**src/rtl/pwm_gen_core.sv**
```systemverilog
// pwm_gen_core
//   Counter-based PWM generator with a programmable prescaler and
//   double-buffered period/duty registers. New period/duty values are written
//   into shadow registers and only reach the active registers at a counter
//   wrap, so a PWM cycle in progress is never cut short or stretched.
//
// Ports
//   ck          system clock, rising edge
//   rst         asynchronous active-high reset
//   en          run enable; low holds the generator idle and counters at 0
//   presc_div   prescaler divisor; counter advances every presc_div+1 cycles
//   period_in   new period value (PWM cycle = period+1 ticks)
//   period_load one-cycle strobe, captures period_in into the period shadow
//   duty_in     new duty value (high for duty ticks per cycle)
//   duty_load   one-cycle strobe, captures duty_in into the duty shadow
//   pwm_out     registered PWM level
//   period_end  one-cycle pulse following each counter wrap
//   upd_pending a shadow value is waiting to be transferred

module pwm_gen_core #(
  parameter int WIDTH = 8,
  parameter int PRE_W = 8
) (
  input  logic             ck,
  input  logic             rst,
  input  logic             en,
  input  logic [PRE_W-1:0] presc_div,
  input  logic [WIDTH-1:0] period_in,
  input  logic             period_load,
  input  logic [WIDTH-1:0] duty_in,
  input  logic             duty_load,
  output logic             pwm_out,
  output logic             period_end,
  output logic             upd_pending
);

  logic [PRE_W-1:0] pre_cnt;
  logic [WIDTH-1:0] cnt;
  logic [WIDTH-1:0] period_sh;
  logic [WIDTH-1:0] period_act;
  logic [WIDTH-1:0] duty_sh;
  logic [WIDTH-1:0] duty_act;

  logic tick;
  logic wrap;
  logic any_load;

  assign tick     = en && (pre_cnt == presc_div);
  assign wrap     = tick && (cnt == period_act);
  assign any_load = period_load || duty_load;

  // Prescaler and main counter
  always_ff @(posedge ck or posedge rst) begin
    if (rst) begin
      pre_cnt <= '0;
      cnt     <= '0;
    end else if (!en) begin
      pre_cnt <= '0;
      cnt     <= '0;
    end else begin
      if (tick) begin
        pre_cnt <= '0;
        if (wrap) cnt <= '0;
        else      cnt <= cnt + 1'b1;
      end else begin
        pre_cnt <= pre_cnt + 1'b1;
      end
    end
  end

  // Shadow registers load regardless of en; the active copy happens every
  // cycle while disabled so a fresh configuration is live before en rises.
  always_ff @(posedge ck or posedge rst) begin
    if (rst) begin
      period_sh <= '1;
      duty_sh   <= '0;
    end else begin
      if (period_load) period_sh <= period_in;
      if (duty_load)   duty_sh   <= duty_in;
    end
  end

  // Transfer samples the shadows before this cycle's load takes effect, so a
  // load coinciding with a wrap is held over to the next wrap.
  always_ff @(posedge ck or posedge rst) begin
    if (rst) begin
      period_act  <= '1;
      duty_act    <= '0;
      upd_pending <= 1'b0;
    end else if (!en) begin
      period_act  <= period_sh;
      duty_act    <= duty_sh;
      upd_pending <= 1'b0;
    end else begin
      if (wrap) begin
        period_act <= period_sh;
        duty_act   <= duty_sh;
      end
      if (any_load)  upd_pending <= 1'b1;
      else if (wrap) upd_pending <= 1'b0;
    end
  end

  // Output stage; duty_act > period_act naturally yields a constant high.
  always_ff @(posedge ck or posedge rst) begin
    if (rst) begin
      pwm_out    <= 1'b0;
      period_end <= 1'b0;
    end else begin
      pwm_out    <= en && (cnt < duty_act);
      period_end <= wrap;
    end
  end

endmodule
```
**config.mk**
```make
export PLATFORM = sky130hd
export DESIGN_NAME = pwm_gen_core
export DESIGN_NICKNAME = d
export VERILOG_FILES = /design/src/rtl/pwm_gen_core.sv
export SDC_FILE = /design/constraint.sdc
export NUM_CORES = 1
export LEC_CHECK = 0
export BUFFER_PORTS_ARGS = -buffer_cell sky130_fd_sc_hd__buf_2
export CORE_AREA = 2 2 68 70
export DETAILED_ROUTE_END_ITERATION = 8
export DIE_AREA = 0 0 70 72
export MAX_ROUTING_LAYER = met4
export PLACE_DENSITY = 0.81
export SLEW_MARGIN = 20
export SYNTH_ARGS = -nofsm -noshare
export SYNTH_HDL_FRONTEND = slang
export SYNTH_SLANG_ARGS = --single-unit
```
**constraint.sdc**
```tcl
create_clock -name ck -period 4.3 [get_ports ck]
set_input_delay 0 -clock ck [delete_from_list [all_inputs] [get_ports ck]]
set_output_delay 0 -clock ck [all_outputs]
set_load 0.02 [all_outputs]
```
* After elaboration in Yosys (flattened, before gate mapping)
Cells that the tools add are included.
Cells by class: reduce and logical (&&, ||, !) cells 4, multiplexer cells 12, $lt $le $gt $ge 1, equality and inequality tests 5, $add $sub $neg 2
Operator list (count):
- 8-bit 2-to-1 mux | 9
- 8-bit by 1-bit adder with 8-bit output (second input constant) | 2
- 8-bit equality test | 2
- 8-bit less-than comparator | 1
- 2-bit by 1-bit != test with 1-bit output (second input constant) | 2
- 1-bit logical AND | 3
- 1-bit 2-to-1 mux | 3
- 3-bit by 1-bit != test with 1-bit output (second input constant) | 1
- 1-bit logical OR | 1
Word-level totals: bits of input ports 29, output and inout bits 3, logic and storage cells 33, bits in registers 51

* Logic depth before layout (Yosys ltp)
Gate-level depths: netlist (run 1).
depth in word-level cells 6, mapped depth 7, gate-level depth less buffers 7

* Worst setup path after synthesis (run 1)
No wires, ideal clock.
path kind reg2reg, from register period_act[2], to register duty_act[0], cell stages (with the launch flop) 7, clock period less this slack 1.935 ns, library setup time 0.125 ns, slack 2.365 ns, arrival 1.809 ns, data required time 4.175 ns, buffers on the path 1, cell sequence dfstp_2 > xor2_1 > nor4_2 > nand4_2 > o21ai_4 > buf_12 > mux2_4
On the way: longest elaborated chain between the ends 3
RTL lines:
- start, declared | line 40 | logic [WIDTH-1:0] period_act;
- start signal, assigned | line 91 | period_act <= period_sh;
- start signal, assigned | line 96 | period_act <= period_sh;
- 8-bit equality test | line 49 | assign wrap = tick && (cnt == period_act);
- 1-bit logical AND | line 49
- 2-bit by 1-bit != test with 1-bit output (no line)
- end signal, assigned | line 92 | duty_act <= duty_sh;
- end signal, assigned | line 97 | duty_act <= duty_sh;
- end, declared | line 42 | logic [WIDTH-1:0] duty_act;
No other way between the ends. A chain may end at the register's enable or synchronous reset.

* Worst setup path in the final report (run 1)
from register cnt[2], to register duty_act[7]
On the way: longest elaborated chain between the ends 3
RTL lines:
- start, declared | line 38 | logic [WIDTH-1:0] cnt;
- start signal, assigned | line 64 | else cnt <= cnt + 1'b1;
- 8-bit equality test | line 49
- 1-bit logical AND | line 49
- 2-bit by 1-bit != test with 1-bit output (no line)
No other way between the ends.

==> results of run 1 <==
[cells by family after synthesis]
group                    after synthesis  share of synthesized area [%]
AND/OR/NAND/NOR                       62                          12.93
buffers and inverters                 17                          3.195
XOR/XNOR                              22                          7.571
multiplexers                          32                          15.63
flip-flops                            51                          50.93
adder cells (fa/ha/maj)                9                          4.425
AO/OA/AOI/OAI                         19                          5.310
[layout by cell type, fill, tap and decap left out, types with 2 or more instances in the layout]
cell type,count
xor2_1,9
nand2_1,13
and3_1,7
nand3b_1,2
o211ai_1,4
a21boi_0,2
nor3_1,2
nor2b_1,4
dfstp_2,16
inv_1,8
nand4_1,6
nor2_1,14
mux2_2,22
buf_2,31
clkinv_2,2
xnor2_1,13
a21oi_1,2
clkbuf_1,2
dlygate4sd3_1,17
clkbuf_8,5
mux2_4,10
dfrtp_1,35
nor3b_1,2
o21ai_0,5
ha_1,9
nand3_1,7
[path summary, 6_finish.rpt]
kind	end	depth (start not counted)	slack, ns	startpoint
max in group asynchronous	pre_cnt[6]$_DFF_PP0_	3	3.42	rst
hold / removal	upd_pending$_DFFE_PP0P_	3	0.1	period_load
setup / recovery	duty_act[7]$_DFFE_PP0P_	5	1.76	cnt[2]$_DFFE_PP0P_
hold reg to reg	pre_cnt[0]$_DFF_PP0_	1	0.51	pre_cnt[0]$_DFF_PP0_
min in group asynchronous	period_end$_DFF_PP0_	3	0.38	rst
setup reg to reg	duty_act[7]$_DFFE_PP0P_	5	1.76	cnt[2]$_DFFE_PP0P_
[metal layers]
metal	vias up	part of all wire [%]	GRT usage, %
met5	-	0	-
li1	830	-	-
met3	10	3.2	3.750
met2	33	51	35.45
met1	860	44	24.40
met4	0	1.6	5.983
[critical path, stage by stage (launching register included)]
cell,delay [ns]
dfrtp_1,0.45
xor2_1,0.19
nor4_2,0.32
nand4_2,0.39
o21ai_4,0.66
mux2_2,0.40
[layout make-up]
class                      count  area share, %
tap                           52          2.190
sequential                    51          43.64
timing repair buffer          48          10.95
clock buffer                   7          2.570
multi-input combinational    144          39.30
clock inverter                 1         0.1685
inverter                       9          1.179
[stage by stage]
step / cell area (sq um) / hold WS [ns] / power (mW) / worst slack (ns) / std cells
after CTS: 2969 / 0.1026 / 0.9729 / 1.758 / 312
after floorplan: 2545 / 0.1517 / 0.6648 / 2.365 / 212
after detailed placement: 2718 / 0.2361 / 0.7035 / 1.770 / 287
after global routing: 2970 / 0.1261 / 1.016 / 1.590 / 312
final: 2970 / 0.09605 / 0.9631 / 1.760 / 312
after global placement: 2718 / 0.2317 / 0.6960 / 1.820 / 287
[sequential cells by signal, summed over array words and instances (netlist names)]
| signal | count |
|---|---|
| cnt | 8 |
| duty_act | 8 |
| duty_sh | 8 |
| period_act | 8 |
| period_sh | 8 |
| pre_cnt | 8 |
| period_end | 1 |
| pwm_out | 1 |
| upd_pending | 1 |
[power groups by stage]
stage / clock network (mW) / logic, mW / registers (mW)
floorplan: 0 / 0.0997 / 0.565
global route: 0.291 / 0.156 / 0.570
CTS: 0.266 / 0.143 / 0.564
detailed placement: 0 / 0.130 / 0.573
global placement: 0 / 0.126 / 0.570
finish: 0.259 / 0.141 / 0.563
[timing repair]
item	4_1_cts	5_1_grt
setup endpoints to repair	0	0
hold buffers	17	0
hold endpoints to repair	51	0
==> results.json, run 1 <==
{
  "finalSetupViolCount": 0,
  "syn_inst": 212,
  "drt-initial-drc-count": 89,
  "netSwitchingFraction_pct": 23.89,
  "yosys-top-cells-area": "dfrtp_1 34%, dfstp_2 17%, mux2_2 9.7%",
  "clk_latency_ns": 0.30,
  "hold_path_class": "input pin to flip-flop",
  "numCtsBuffers": 5,
  "worstSetupEndpointType": "flip-flop",
  "via_per_inst": 5.554,
  "skew_ns": 0.008620,
  "clkTransAtPathRegs_ns": 0.09,
  "cts_tree": "built",
  "critPathArrivalTime_ns": 2.73,
  "cellLeakagePower_nw": 1.378,
  "die-area_sq_um": 5040,
  "multi_input_area_sq_um": 1167,
  "place.gp.congestion": 0.8357,
  "antenna_found_initial": 0,
  "htreeDepth": 2,
  "finalCritPeriodShare_pct": 59.07,
  "cts-root-buf": "clkbuf_8",
  "area.sequential_sq_um": 1296,
  "dp_hpwl_microns": 3132,
  "nNetsFinal": 297,
  "grt_pass1_vias": 1758,
  "synth-edff-count": 0,
  "synth_flop_cell": "dfrtp_1",
  "post-route-util_pct": 69.66,
  "grt_pass1_wl_microns": 7838,
  "fin_tns_setup_ns": 0,
  "die_y_microns": 72,
  "synth-seq-area-share_pct": 50.93,
  "outcome": "complete, no violations",
  "internal_power_mw": 0.7330,
  "finalCriticalPeriod_ns": 2.540,
  "vdd_drop_max_v": 0.0002223,
  "antennaDiodeCount": 0,
  "yosysMostFrequentCell": "dfrtp_1",
  "postCtsSetupBuffers": 0,
  "synth_common_cells": "35 x dfrtp_1, 22 x mux2_2, 16 x dfstp_2, 14 x nor2_1",
  "coreArea_sq_um": 4264,
  "combPwrFrac_pct": 14.6,
  "clock-sinks": 51,
  "drt-wirelength-per-cell_microns": 14.40,
  "nFillCells": 316,
  "grt_max_degree": 52,
  "p_seq_share_pct": 58.5,
  "io_buffers": 31,
  "num_vias": 1733,
  "p_per_area_nw_per_um2": 324.2,
  "firstDrtPassIters": 4,
  "clockPowerShare_pct": 26.9,
  "ant_nets": 0,
  "drc": 0,
  "syn_avg_cell_area_sq_um": 12.00,
  "cts_buffer_depth": 2,
  "drive_gt1_share_pct": 34.23,
  "path_max_fanout": 16,
  "chipWidth_microns": 70,
  "fmax_mhz": 393.7,
  "overflow": 0,
  "switchingPower_mw": 0.2301,
  "hold_viol": 0,
  "worstMarginPinSlew_ns": 0.8214,
  "synth_cell_types": 35,
  "yosys.area.top_type": "dfrtp_1",
  "yosysWarnings": 0,
  "rows": 24,
  "criticalPathCategory": "flip-flop to flip-flop",
  "area_growth_pct": 16.72,
  "start_kind": "flip-flop",
  "drt_wl_total_microns": 4492,
  "start_util_pct": 59.68,
  "slew_headroom_pct": 45.18,
  "post_cts_resized": 0,
  "track_usage_pct": 20.34,
  "syn_area_sq_um": 2545,
  "rsz0062_at_grt": "no",
  "ys_seq_elements": 51,
  "critPathRequiredTime_ns": 4.49,
  "finalMaxSlewViolations": 0,
  "async_flop_share_pct": 100.0,
  "num_io_pins": 32,
  "drv_cap": 0,
  "yosysTopAreaCellShare_pct": 34.41,
  "syn_nets": 250
}
Power figures use the tool's default switching activity.
==> run 2, diff against run 1 <==
--- a/config.mk
+++ b/config.mk
@@ -6,11 +6,11 @@
 export NUM_CORES = 1
 export LEC_CHECK = 0
 export BUFFER_PORTS_ARGS = -buffer_cell sky130_fd_sc_hd__buf_2
-export CORE_AREA = 2 2 68 70
+export CORE_AREA = 2 2 73 75
 export DETAILED_ROUTE_END_ITERATION = 8
-export DIE_AREA = 0 0 70 72
+export DIE_AREA = 0 0 75 77
 export MAX_ROUTING_LAYER = met4
-export PLACE_DENSITY = 0.81
+export PLACE_DENSITY = 0.75
 export SLEW_MARGIN = 20
 export SYNTH_ARGS = -nofsm -noshare
 export SYNTH_HDL_FRONTEND = slang
==> constraint.sdc (replaced) <==
create_clock -name ck -period 2.3 [get_ports ck]
set_input_delay 0 -clock ck [delete_from_list [all_inputs] [get_ports ck]]
set_output_delay 0 -clock ck [all_outputs]
set_load 0.02 [all_outputs]
==> run 2 against run 1 <==
  * Power grew 110%
  * Final area grew 4.5%
  * Via count shrank 0.81%
  * Largest power group unchanged
  * Global-route usage shrank 1.4 points
  * Critical path type unchanged
  * Wire length grew 2.2%
  * Cell count grew 8.0%
  * Sequential cell count is the same
  * Core utilization shrank 7.3 points
  * Critical path depth grew 1
==> results.json, run 2 (synthesis gave the netlist of run 1 again) <==
{
  "worstMarginPinSlew_ns": 0.8794,
  "die-area_sq_um": 5775,
  "dpl_cell_area_sq_um": 2805,
  "vdd_drop_max_v": 0.0004700,
  "finalCritPeriodShare_pct": 87.83,
  "io_buffers": 31,
  "cts_buffer_depth": 2,
  "cts_tree": "built",
  "clock-sinks": 51,
  "rsz0062_at_grt": "no",
  "cts-root-buf": "clkbuf_8",
  "netSwitchingFraction_pct": 23.39,
  "rr_worst_depth": 6,
  "clockPowerShare_pct": 33.3,
  "ant_nets": 0,
  "final_common_cell": "dfrtp_1",
  "skew_ns": 0.01026,
  "post_cts_resized": 0,
  "drive_gt1_share_pct": 36.70,
  "fmax_mhz": 495.0,
  "outcome": "complete, no violations",
  "combPwrFrac_pct": 13.6,
  "power_mw": 1.979,
  "drc": 0,
  "place.gp.congestion": 0.7992,
  "finalSetupViolCount": 0,
  "slew_headroom_pct": 41.29,
  "dp_hpwl_microns": 3226,
  "antennaDiodeCount": 0,
  "p_seq_share_pct": 53.1,
  "pre_cts_slack_ns": 0.2883,
  "p_per_area_nw_per_um2": 637.3,
  "antenna_found_initial": 0,
  "fin_tns_setup_ns": 0,
  "path_max_fanout": 16,
  "grt_pass1_wl_microns": 8266,
  "fin_ws_ns": 0.2799,
  "drt-initial-drc-count": 77,
  "mostFrequentLayoutCells": "35 x dfrtp_1, 31 x buf_2, 22 x mux2_2",
  "finalMaxSlewViolations": 0,
  "hold_path_class": "input pin to flip-flop",
  "clkTransAtPathRegs_ns": 0.10,
  "grt_max_degree": 45,
  "clk_latency_ns": 0.31,
  "final_cells": 337,
  "num_io_pins": 32,
  "grt_pass1_vias": 1829,
  "hold_ws_ns": 0.09925,
  "endpoint": "duty_act[7]$_DFFE_PP0P_",
  "rrSetupSlack_ns": 0.28,
  "die_y_microns": 77,
  "hold_viol": 0,
  "reg2reg_from": "pre_cnt[0]$_DFF_PP0_",
  "rows": 26,
  "worstReg2RegEnd": "duty_act[7]$_DFFE_PP0P_",
  "num_vias": 1719,
  "overflow": 0,
  "crit_start": "pre_cnt[0]$_DFF_PP0_",
  "firstDrtPassIters": 4,
  "criticalPathCategory": "flip-flop to flip-flop",
  "cellLeakagePower_nw": 1.442,
  "start_kind": "flip-flop",
  "chipWidth_microns": 75,
  "drt_wl_total_microns": 4590,
  "dpl.cell_count": 312,
  "critPathArrivalTime_ns": 2.22,
  "coreArea_sq_um": 4977,
  "finalCriticalPeriod_ns": 2.020,
  "area_growth_pct": 22.03,
  "finalInstanceArea_sq_um": 3105,
  "internal_power_mw": 1.516,
  "switchingPower_mw": 0.4629,
  "via_per_inst": 5.101,
  "critPathRequiredTime_ns": 2.50,
  "start_util_pct": 51.13,
  "htreeDepth": 2,
  "post-route-util_pct": 62.39,
  "nNetsFinal": 304,
  "numCtsBuffers": 5,
  "track_usage_pct": 18.98,
  "worstSetupEndpointType": "flip-flop",
  "drt-wirelength-per-cell_microns": 13.62,
  "drv_cap": 0
}
-- run 2: area by class of cell --
class / instances / area (sq um)
clock buffers: 7 / 118.9
clock inverters: 1 / 11.26
fillers: 390 / 1872
inverters: 9 / 33.78
multi-input cells: 144 / 1167
flip-flops and latches: 51 / 1296
well taps: 70 / 87.58
repair buffers: 55 / 390.4
-- run 2: metal layers --
metal / vias up / GRT usage (%) / wire, microns
met5: - / - / 0
met4: 0 / 4.643 / 66
met3: 8 / 3.942 / 124
met2: 30 / 30.44 / 2336
met1: 834 / 24.48 / 2063
li1: 847 / - / -
-- run 2: how the worst min path moves through the flow --
stage | slack [ns] | from | cells after the start | endpoint
floorplan | 0.15 | duty_in[0] | 1 | duty_sh[0]$_DFFE_PP0P_
CTS | 0.10 | period_load | 2 | period_sh[3]$_DFFE_PP1P_
global placement | 0.23 | duty_in[1] | 2 | duty_sh[1]$_DFFE_PP0P_
detailed placement | 0.23 | duty_in[4] | 2 | duty_sh[4]$_DFFE_PP0P_
finish | 0.1 | period_load | 2 | period_sh[3]$_DFFE_PP1P_
global route | 0.13 | period_load | 2 | period_sh[2]$_DFFE_PP1P_
-- run 2: critical path, stage by stage, from the launching register on --
cell and delay [ns]:
dfrtp_1 0.43, xnor2_1 0.17, nand4_1 0.18, or2_1 0.39
o21ai_4 0.21, buf_12 0.18, mux2_2 0.34
-- run 2: power by group through the flow --
| stage | sequential, mW | combinational [mW] | clock, mW |
|---|---|---|---|
| after global placement | 1.07 | 0.240 | 0 |
| final | 1.05 | 0.268 | 0.659 |
| after global routing | 1.07 | 0.302 | 0.714 |
| after detailed placement | 1.07 | 0.251 | 0 |
| after floorplan | 1.06 | 0.186 | 0 |
| after CTS | 1.05 | 0.273 | 0.680 |
-- run 2: repair_timing --
item | in CTS | in global routing
endpoints found under the setup margin | 0 | 0
endpoints found under the hold margin | 51 | 0
setup buffers | 0 | 0
hold buffers | 17 | 0
